==> src/rtl/exc_commit_ctrl.sv <==
// Commit-stage exception/flush controller: arbitrates interrupt, synchronous exception,
// ERET and privileged refetch, pulses the CP0 exception record, then drains the pipe.
module exc_commit_ctrl #(
   parameter int unsigned DRAIN_CYCLES = 2,
   parameter logic [4:0]  EXCCODE_INT  = 5'h00
) (
   input  logic        clk,
   input  logic        reset,
   input  logic        commit_valid,
   output logic        commit_ready,
   input  logic [31:0] commit_pc,
   input  logic        commit_is_branch,
   input  logic        commit_in_ds,
   input  logic        commit_exc,
   input  logic [4:0]  commit_exccode,
   input  logic [31:0] commit_badvaddr,
   input  logic        commit_tlb_refill,
   input  logic        commit_is_eret,
   input  logic        commit_is_priv,
   input  logic [7:0]  int_pending,
   input  logic        cp0_exl,
   output logic        ex,
   output logic [4:0]  exccode,
   output logic        bd,
   output logic [31:0] ex_epc,
   output logic [31:0] badvaddr,
   output logic        tlb_refill,
   output logic        flush_exception,
   output logic        flush_eret,
   output logic        flush_priv
);

   localparam int unsigned CW = (DRAIN_CYCLES > 1) ? $clog2(DRAIN_CYCLES) : 1;

   typedef enum logic [1:0] {
      S_IDLE,
      S_FLUSH,
      S_DRAIN
   } state_t;

   state_t        state_q, state_d;
   logic [CW-1:0] cnt_q, cnt_d;
   logic [31:0]   ds_pc_q, ds_pc_d;
   logic          int_q, int_d;
   logic          ready_q, ready_d;
   logic          ex_q, ex_d;
   logic          fexc_q, fexc_d;
   logic          feret_q, feret_d;
   logic          fpriv_q, fpriv_d;
   logic [4:0]    code_q, code_d;
   logic          bd_q, bd_d;
   logic [31:0]   epc_q, epc_d;
   logic [31:0]   bad_q, bad_d;
   logic          tlb_q, tlb_d;

   logic          accept;
   logic [31:0]   insn_epc;

   always_comb begin
      state_d  = state_q;
      cnt_d    = cnt_q;
      ds_pc_d  = ds_pc_q;
      int_d    = |int_pending & ~cp0_exl;
      ready_d  = ready_q;
      ex_d     = 1'b0;
      fexc_d   = 1'b0;
      feret_d  = 1'b0;
      fpriv_d  = 1'b0;
      code_d   = code_q;
      bd_d     = bd_q;
      epc_d    = epc_q;
      bad_d    = bad_q;
      tlb_d    = tlb_q;
      accept   = commit_valid & ready_q;
      insn_epc = commit_in_ds ? ds_pc_q : commit_pc;

      case (state_q)
         S_IDLE: begin
            if (accept) begin
               if (commit_is_branch) ds_pc_d = commit_pc;
               // An interrupt pre-empts the instruction, so ERET/priv never execute under it.
               if (int_q) begin
                  ex_d   = 1'b1;
                  fexc_d = 1'b1;
                  code_d = EXCCODE_INT;
                  bd_d   = commit_in_ds;
                  epc_d  = insn_epc;
                  bad_d  = '0;
                  tlb_d  = 1'b0;
               end else if (commit_exc) begin
                  ex_d   = 1'b1;
                  fexc_d = 1'b1;
                  code_d = commit_exccode;
                  bd_d   = commit_in_ds;
                  epc_d  = insn_epc;
                  bad_d  = commit_badvaddr;
                  tlb_d  = commit_tlb_refill;
               end else if (commit_is_eret) begin
                  feret_d = 1'b1;
               end else if (commit_is_priv) begin
                  fpriv_d = 1'b1;
                  epc_d   = commit_in_ds ? ds_pc_q + 32'd8 : commit_pc + 32'd4;
               end
               if (int_q | commit_exc | commit_is_eret | commit_is_priv) begin
                  state_d = S_FLUSH;
                  ready_d = 1'b0;
               end
            end
         end
         S_FLUSH: begin
            cnt_d   = CW'(DRAIN_CYCLES - 1);
            state_d = S_DRAIN;
         end
         S_DRAIN: begin
            if (cnt_q == '0) begin
               state_d = S_IDLE;
               ready_d = 1'b1;
            end else begin
               cnt_d = cnt_q - CW'(1);
            end
         end
         default: begin
            state_d = S_IDLE;
            ready_d = 1'b1;
         end
      endcase
   end

   always_ff @(posedge clk) begin
      if (reset) begin
         state_q <= S_IDLE;
         cnt_q   <= '0;
         ds_pc_q <= '0;
         int_q   <= 1'b0;
         ready_q <= 1'b1;
         ex_q    <= 1'b0;
         fexc_q  <= 1'b0;
         feret_q <= 1'b0;
         fpriv_q <= 1'b0;
         code_q  <= '0;
         bd_q    <= 1'b0;
         epc_q   <= '0;
         bad_q   <= '0;
         tlb_q   <= 1'b0;
      end else begin
         state_q <= state_d;
         cnt_q   <= cnt_d;
         ds_pc_q <= ds_pc_d;
         int_q   <= int_d;
         ready_q <= ready_d;
         ex_q    <= ex_d;
         fexc_q  <= fexc_d;
         feret_q <= feret_d;
         fpriv_q <= fpriv_d;
         code_q  <= code_d;
         bd_q    <= bd_d;
         epc_q   <= epc_d;
         bad_q   <= bad_d;
         tlb_q   <= tlb_d;
      end
   end

   assign commit_ready    = ready_q;
   assign ex              = ex_q;
   assign exccode         = code_q;
   assign bd              = bd_q;
   assign ex_epc          = epc_q;
   assign badvaddr        = bad_q;
   assign tlb_refill      = tlb_q;
   assign flush_exception = fexc_q;
   assign flush_eret      = feret_q;
   assign flush_priv      = fpriv_q;

endmodule
==> config.mk <==
export PLATFORM = sky130hd
export DESIGN_NAME = exc_commit_ctrl
export DESIGN_NICKNAME = d
export VERILOG_FILES = /design/src/rtl/exc_commit_ctrl.sv
export SDC_FILE = /design/constraint.sdc
export NUM_CORES = 1
export LEC_CHECK = 0
export BUFFER_PORTS_ARGS = -buffer_cell sky130_fd_sc_hd__buf_2
export CAP_MARGIN = 30
export CORE_MARGIN = 4
export CORE_UTILIZATION = 40
export DETAILED_ROUTE_END_ITERATION = 10
export GPL_ROUTABILITY_DRIVEN = 0
export GPL_TIMING_DRIVEN = 0
export PLACE_DENSITY = 0.72
export SYNTH_ARGS = -nofsm -noshare
export SYNTH_HDL_FRONTEND = slang
export SYNTH_SLANG_ARGS = --single-unit
==> constraint.sdc <==
create_clock -name clk -period 2.4 [get_ports clk]
set_input_delay 0.72 -clock clk [delete_from_list [all_inputs] [get_ports clk]]
set_output_delay 0.72 -clock clk [all_outputs]
set_load 0.005 [all_outputs]
==> flow_metrics.tcl, run 1 <==
set metrics [dict create \
    status "finished clean" \
    end_kind "flip-flop" \
    rr_worst_depth 5 \
    die_h_um 130 \
    root_buffer "clkbuf_16" \
    timing.rr.end "ex_epc[27]" \
    hp-start "ex_epc[16]" \
    htreeDepth 3 \
    dr_total_vias 6593 \
    postRouteWirelength_mm 21.1 \
    swShare_pct 28.2 \
    grt-ovfl-total 0 \
    viasPerCell 5.82 \
    p_leak_uw 0.00297 \
    ant_nets 0 \
    clockPowerShare_pct 38.7 \
    synth_seq_area_share_pct 37.5 \
    first_pass_iters 6 \
    setup_viol_count_final 0 \
    insertion_delay_ps 360 \
    min_to "ex_epc[16]" \
    worstPathMaxFanout 4 \
    critPathMaxStageDelay_ps 460 \
    drv_cap 0 \
    core_sq_mm 0.0145 \
    mostFrequentLayoutCells "buf_2 (156), nand2_1 (122), dfxtp_1 (111)" \
    synth_edf_count 0 \
    yosys_warnings 0 \
    p_sw_uw 1400 \
    synth.cell_area_sq_mm 0.00592 \
    fin_cells 1132 \
    grtUsageTotal_pct 24.8 \
    antenna_found_initial 1 \
    synthToLayoutAreaGrowth_pct 26.9 \
    crit_arrival_ps 2640 \
    p_per_area_mw_per_mm2 662 \
    combPwrFrac_pct 19.2 \
    required_ps 2660 \
    row_count 44 \
    io_buffer_count 155 \
    fmax_ghz 0.420 \
    fin_nets 1037 \
    reg2reg_from "ds_pc_q[18]" \
    ys.flop_type "dfxtp_1" \
    initial_core_util_pct 40.7 \
    rsz0062_at_grt "true" \
    clock_sinks 111 \
    min_delay_path_depth 2 \
    grt_pass1_wl_mm 32.9 \
    hold_violations 0 \
    tightest_slew_ps 814 \
    hp-class "reg2reg" \
    finalPower_uw 4980 \
    cts_max_path_buffers 2 \
    wl_per_cell_um 18.6 \
    cts_made_buffers 9 \
    die_x_um 130 \
    final_common_cell "buf_2" \
    grt_max_degree 18 \
    dp.cells 1116 \
    seq_power_share_pct 42.1 \
    relSlewSlack_pct 45.7 \
    finClkSkew_ps 6.66 \
    hpwl_mm 15.5 \
    ios 163 \
    fin_crit_ps 2380 \
    p_int_uw 3580 \
    synth.distinct_cells 66 \
    path_class "in2reg" \
    drive_gt1_share_pct 22.6 \
    grt_pass1_vias 6202 \
    slew_viol_final 0 \
    post-route-period-util_pct 99.1 \
    ctsHoldBuffers 0 \
    vdd_drop_max_mv 0.345 \
    ff2ff_setup_slack_ps 100 \
    fin_setup_tns_ps 0 \
    drtIter0Drc 720 \
    syn_area_per_cell_sq_um 7.64 \
    nFillCells 1444 \
    die_area_sq_mm 0.0168 \
    cp_cell_sequence "buf_2, nand4_1, buf_4, or4_4, or4_1, mux2i_1, o41ai_1" \
    start_kind "input port" \
    async_flop_share_pct 0 \
    cpMaxStageDelayCell "or4_4" \
    synth_nets 868 \
    cts.reportedPaths.clkPinSlew_ps 70 \
    cts_tree "yes" \
    yosys_register_bits 111 \
    drcViolationCount 0 \
    antenna_cells 0 \
    syn-instance-count 775 \
]
cell usage after synthesis, drive strengths merged, types with 3 or more instances:
library cell | number | area [sq um]
a211oi | 8 | 60.1
a21oi | 93 | 465
a31oi | 6 | 37.5
and2 | 4 | 25.0
and3 | 9 | 56.3
and4 | 9 | 78.8
buf | 9 | 40.0
clkbuf | 49 | 185
dfxtp | 111 | 2220
ha | 6 | 75.1
inv | 15 | 56.3
mux2i | 10 | 100
nand2 | 122 | 458
nand3 | 30 | 150
nand4 | 24 | 156
nor2 | 62 | 233
nor3 | 15 | 75.1
nor3b | 43 | 323
nor4 | 16 | 100
nor4bb | 3 | 30.0
o211ai | 8 | 60.1
o21a | 5 | 37.5
o21ai | 27 | 135
o31a | 3 | 26.3
o31ai | 4 | 30.0
o32ai | 3 | 26.3
or3 | 7 | 43.8
or4 | 6 | 45.0
xnor2 | 17 | 149
xor2 | 7 | 61.3
repair_timing:
| item | in CTS | in global routing |
|---|---|---|
| pin swaps | 0 | 6 |
| endpoints found under the setup margin | 51 | 81 |
| resized for setup | 9 | 31 |
| setup buffers | 0 | 6 |
flip-flops by register name (all words and copies together), names as in the netlist, 2 cells and up:
signal / cells
ex_epc: 32
state_q: 2
ds_pc_q: 32
badvaddr: 32
exccode: 5
layout make-up:
class	count	area, sq um	share of cell area (%)
multi-input combinational	590	3530	47.0
clock inverter	6	158	2.10
tap	184	230	3.06
timing repair buffer	162	836	11.1
clock buffer	9	225	3.00
buffer	54	253	3.36
inverter	16	60.1	0.799
sequential	111	2220	29.6
worst max-delay path: cells and delay by family:
kind	cells	cell delay [ps]
AO/OA/AOI/OAI	1	280
AND/OR/NAND/NOR	3	1140
buffers and inverters	2	360
multiplexers	1	140
worst max-delay path by stage:
stage               slack (ps)  cells after the start         end          start
CTS                        -20                      6  ex_epc[24]     ds_pc_q[9]
global placement         -1260                      6  ex_epc[17]   commit_pc[2]
global route               -10                      7  ex_epc[24]   commit_pc[6]
finish                      20                      7  ex_epc[30]   commit_pc[7]
floorplan                  -50                      7  ex_epc[23]  commit_pc[13]
detailed placement        -580                      8  ex_epc[28]     commit_exc
kinds of logic (layout without fill, tap and decap cells):
| logic type | count (synthesis) | count (layout) | synth area share, % |
|---|---|---|---|
| and+or+nand+nor | 365 | 365 | 32.1 |
| buffers and inverters | 74 | 247 | 4.82 |
| xor gates and xnor gates | 24 | 24 | 3.55 |
| AOI/OAI and AO/OA | 185 | 185 | 19.0 |
| DFF | 111 | 111 | 37.5 |
| muxes | 10 | 10 | 1.69 |
| adders and majority gates | 6 | 6 | 1.27 |
power by group through the flow:
stage	Sequential [uW]	Clock, uW	Combinational [uW]
6_report	2100	1930	953
5_1_grt	2110	2050	1050
4_1_cts	2090	1970	935
3_5_place_dp	2130	0	931
3_3_place_gp	2130	0	922
2_1_floorplan	2120	0	537
through the flow:
step	hold slack, ps	area, sq um	utilization (%)	setup WS, ps
4_1_cts	455	7390	50.9	-22.7
3_3_place_gp	436	6960	47.9	-1260
5_1_grt	477	7510	51.7	-11.5
6_report	449	7510	51.7	20.8
3_5_place_dp	439	6980	48.0	-577
2_1_floorplan	436	5960	-	-46.0
metal layers:
metal,track usage (%),vias up,part of all wire [%]
li1,-,3128,-
met1,31.6,3011,40
met2,38.5,387,45
met3,7.34,65,12
met4,12.0,2,4.0
met5,0,-,0.033
No activity file was read; power rests on OpenSTA's default activity.
==> run 2: changes to the inputs <==
--- a/config.mk
+++ b/config.mk
@@ -8,11 +8,11 @@
 export BUFFER_PORTS_ARGS = -buffer_cell sky130_fd_sc_hd__buf_2
 export CAP_MARGIN = 30
 export CORE_MARGIN = 4
-export CORE_UTILIZATION = 40
+export CORE_UTILIZATION = 48
 export DETAILED_ROUTE_END_ITERATION = 10
 export GPL_ROUTABILITY_DRIVEN = 0
 export GPL_TIMING_DRIVEN = 0
-export PLACE_DENSITY = 0.72
+export PLACE_DENSITY = 0.83
 export SYNTH_ARGS = -nofsm -noshare
 export SYNTH_HDL_FRONTEND = slang
 export SYNTH_SLANG_ARGS = --single-unit
==> run 2 against run 1 <==
The run now ends with setup timing left. Clock power is 18% lower. Via count rose by 0.76%. Total power decreased by 7.2%. Clock skew is 4.3 ps higher. First-iteration DRC count fell by 5.0%. Clock-buffer cell count grew 1. Critical endpoint is now ex_epc[28].
==> flow_metrics.tcl, run 2 (synthesis gave the netlist of run 1 again) <==
set metrics [dict create \
    worstPathMaxFanout 7 \
    synthToLayoutAreaGrowth_pct 24.5 \
    postLayoutCoreUtil_pct 61.1 \
    p_leak_uw 0.00291 \
    end_kind "flip-flop" \
    grtUsageTotal_pct 27.7 \
    drv_cap 0 \
    final_common_cell "buf_2" \
    cts_tree "yes" \
    hold_violations 0 \
    core_sq_mm 0.0121 \
    row_count 40 \
    min_to "ex_epc[6]" \
    ios 163 \
    p_per_area_mw_per_mm2 627 \
    postRouteWirelength_mm 20.2 \
    cts.reportedPaths.clkPinSlew_ps 70 \
    violations "setup timing" \
    die_x_um 119 \
    grt_pass1_wl_mm 31.7 \
    fmax_ghz 0.413 \
    required_ps 2620 \
    status "complete, but fails checks" \
    hold_ws_ps 454 \
    dp.cells 1099 \
    vdd_drop_max_mv 0.463 \
    die_h_um 119 \
    post-route-period-util_pct 101 \
    hpwl_mm 14.7 \
    slew_viol_final 0 \
    hp-start "ex_epc[6]" \
    grt_pass1_vias 6214 \
    fin_nets 1035 \
    worst_slack_ps -23.9 \
    fin_setup_tns_ps -37.7 \
    drtIter0Drc 684 \
    rsz0062_at_grt "true" \
    wl_per_cell_um 18.1 \
    io_buffer_count 155 \
    rr_worst_depth 5 \
    grt-ovfl-total 0 \
    mostFrequentLayoutCells "buf_2 (159), nand2_1 (122), dfxtp_1 (110)" \
    drcViolationCount 0 \
    relSlewSlack_pct 43.6 \
    cts_made_buffers 9 \
    finClkSkew_ps 10.9 \
    cts_max_path_buffers 2 \
    setup_viol_count_final 2 \
    initial_core_util_pct 49.1 \
    first_pass_iters 5 \
    ctsHoldBuffers 0 \
    die_area_sq_mm 0.0142 \
    hp-class "reg2reg" \
    ant_nets 0 \
    startpoint "commit_pc[4]" \
    fin_cells 1115 \
    antenna_found_initial 2 \
    min_delay_path_depth 2 \
    timing.rr.end "ex_epc[27]" \
    root_buffer "clkbuf_16" \
    path_class "in2reg" \
    drive_gt1_share_pct 22.4 \
    dr_total_vias 6643 \
    tightest_slew_ps 839 \
    viasPerCell 5.96 \
    start_kind "input port" \
    insertion_delay_ps 360 \
    ff2ff_setup_slack_ps 30 \
    antenna_cells 0 \
    htreeDepth 3 \
    crit_arrival_ps 2640 \
    clock_sinks 111 \
    fin_crit_ps 2420 \
    reg2reg_from "ds_pc_q[17]" \
    grt_max_degree 19 \
]
-- run 2: layer usage --
layer / vias up / global-route usage (%) / wire [um]
li1: 3131 / - / -
met1: 3046 / 34.7 / 7890
met2: 398 / 43.2 / 8970
met3: 64 / 8.07 / 2480
met4: 4 / 14.5 / 804
met5: - / 0 / 32
-- run 2: power breakdown --
| part | switching [uW] | internal (uW) | total [uW] |
|---|---|---|---|
| Sequential | 110 | 1980 | 2090 |
| Combinational | 583 | 363 | 946 |
| Clock | 738 | 844 | 1580 |
| Total | 1430 | 3190 | 4620 |
-- run 2: area by class of cell --
class | count | area, sq um
plain buffers | 55 | 263
clock buffers | 10 | 239
clock inverters | 6 | 65.1
fillers | 1091 | 4690
inverters | 16 | 63.8
multi-input cells | 590 | 3500
flip-flops and latches | 111 | 2220
well taps | 168 | 210
repair buffers | 159 | 803
-- run 2: worst max-delay path, stage by stage --
cell and delay (ps):
buf_2 160, nand4_1 230, buf_4 220, or4_1 590
o31a_1 310, o21ai_0 280, a31oi_1 130
-- run 2: worst max path at each step --
stage	endpoint	slack [ps]
floorplan	ex_epc[23]	-50
global placement	ex_epc[17]	-940
detailed placement	ex_epc[13]	-560
CTS	badvaddr[2]	2
global route	ex_epc[16]	-40
finish	ex_epc[28]	-20
-- run 2: stage by stage --
stage	power [uW]	setup slack [ps]	cell area [sq um]
2_1_floorplan	2660	-46.0	5960
3_3_place_gp	3030	-943	6940
3_5_place_dp	3050	-564	6950
4_1_cts	4610	1.71	7290
5_1_grt	4820	-38.5	7370
6_report	4620	-23.9	7370
-- run 2: timing repair --
item	in CTS	in global routing
setup buffers	1	2
setup endpoints to repair	46	62
pin swaps	1	1
resized for setup	8	23
==> run 3: changes to the inputs <==
--- a/config.mk
+++ b/config.mk
@@ -11,7 +11,6 @@
 export CORE_UTILIZATION = 48
 export DETAILED_ROUTE_END_ITERATION = 10
 export GPL_ROUTABILITY_DRIVEN = 0
-export GPL_TIMING_DRIVEN = 0
 export PLACE_DENSITY = 0.83
 export SYNTH_ARGS = -nofsm -noshare
 export SYNTH_HDL_FRONTEND = slang
==> run 3 against run 2 <==
The flow now finishes without violations. Critical endpoint is now ex_epc[23]. Wire length is 4.3% lower. Worst setup slack improved by 120 ps. Sequential cell count is the same.
==> flow_metrics.tcl, run 3 (synthesis gave the netlist of run 1 again) <==
set metrics [dict create \
    status "finished clean" \
    critPathMaxStageDelay_ps 650 \
    die_area_sq_mm 0.0142 \
    grtUsageTotal_pct 26.7 \
    ctsHoldBuffers 0 \
    ios 163 \
    drtIter0Drc 644 \
    slew_viol_final 0 \
    crit_arrival_ps 2600 \
    row_count 40 \
    first_pass_iters 6 \
    end_kind "flip-flop" \
    antenna_found_initial 0 \
    worstPathMaxFanout 7 \
    postRouteWirelength_mm 19.3 \
    hp-class "reg2reg" \
    fmax_ghz 0.434 \
    cp_cell_sequence "buf_2, nand4_1, or4_4, or4_1, a211o_1, a31oi_1" \
    initial_core_util_pct 49.1 \
    relSlewSlack_pct 56.6 \
    grt_pass1_wl_mm 30.9 \
    root_buffer "clkbuf_16" \
    die_h_um 119 \
    viasPerCell 5.88 \
    cpMaxStageDelayCell "or4_4" \
    post-route-period-util_pct 96.1 \
    postCtsSetupRepairBufs 0 \
    start_kind "input port" \
    p_per_area_mw_per_mm2 606 \
    cts_made_buffers 9 \
    finClkSkew_ps 10.6 \
    core_sq_mm 0.0121 \
    critPathBufInv 1 \
    fin_setup_tns_ps 0 \
    worst_slack_ps 94.1 \
    grt_max_degree 45 \
    grt-ovfl-total 0 \
    htreeDepth 3 \
    dr_total_vias 6670 \
    postLayoutCoreUtil_pct 63.3 \
    synthToLayoutAreaGrowth_pct 28.9 \
    crit_family "simple AND/OR/NAND/NOR gates" \
    fin_crit_ps 2310 \
    drive_gt1_share_pct 27.0 \
    hpwl_mm 14.0 \
    grt_pass1_vias 6215 \
    antenna_cells 0 \
    required_ps 2690 \
    cts_resized 0 \
    die_x_um 119 \
    cts_tree "yes" \
    drv_cap 0 \
    dp_slack_ps -374 \
    insertion_delay_ps 370 \
    drcViolationCount 0 \
    tightest_slew_ps 648 \
    ff2ff_setup_slack_ps 240 \
    p_leak_uw 0.00315 \
    clock_sinks 111 \
    cts_max_path_buffers 2 \
    wl_per_cell_um 17.0 \
    setup_viol_count_final 0 \
    hold_ws_ps 454 \
    rsz0062_at_grt "false" \
    hold_violations 0 \
    fin_nets 1055 \
    path_class "in2reg" \
    cts.reportedPaths.clkPinSlew_ps 80 \
    io_buffer_count 162 \
    vdd_drop_max_mv 0.557 \
    final_common_cell "buf_2" \
    ant_nets 0 \
    mostFrequentLayoutCells "buf_2 (162), nand2_1 (121), dfxtp_1 (111)" \
]
-- run 3: final timing paths --
kind,cells after the start,startpoint,endpoint
max reg2reg,6,ds_pc_q[11],ex_epc[27]
max,6,commit_pc[7],ex_epc[23]
min,2,ex_epc[8],ex_epc[8]
min reg2reg,2,ex_epc[8],ex_epc[8]
-- run 3: layout make-up --
cell class,count,area (sq um)
Clock buffer,9,225
Clock inverter,7,77.6
Timing Repair Buffer,234,1410
Tap cell,168,210
Multi-Input combinational cell,590,3420
Sequential cell,111,2220
Fill cell,1073,4430
Inverter,16,60.1
-- run 3: worst min-delay path: cells and delay by family (launching register included) --
kind,cells,cell delay (ps)
compound gates,1,50
flops,1,310
simple gates,1,50
-- run 3: where the power goes --
group          internal [uW]  switching (uW)
Combinational            437             569
Sequential              1980             104
Clock                    738             794
Total                   3160            1470
-- run 3: stage by stage --
step / total power (uW) / instance area (sq um) / instances
after global placement: 3090 / 7320 / 1119
final: 4630 / 7630 / 1135
after CTS: 4630 / 7630 / 1135
after floorplan: 2660 / 5960 / 775
after global routing: 4840 / 7630 / 1135
after detailed placement: 3120 / 7320 / 1119
-- run 3: per-layer routing --
metal,up-vias,share of wire (%),track usage [%]
met1,3066,39,32.6
met3,55,12,9.31
met2,385,46,43.1
met5,-,0,0
met4,0,2.8,10.4
li1,3164,-,-
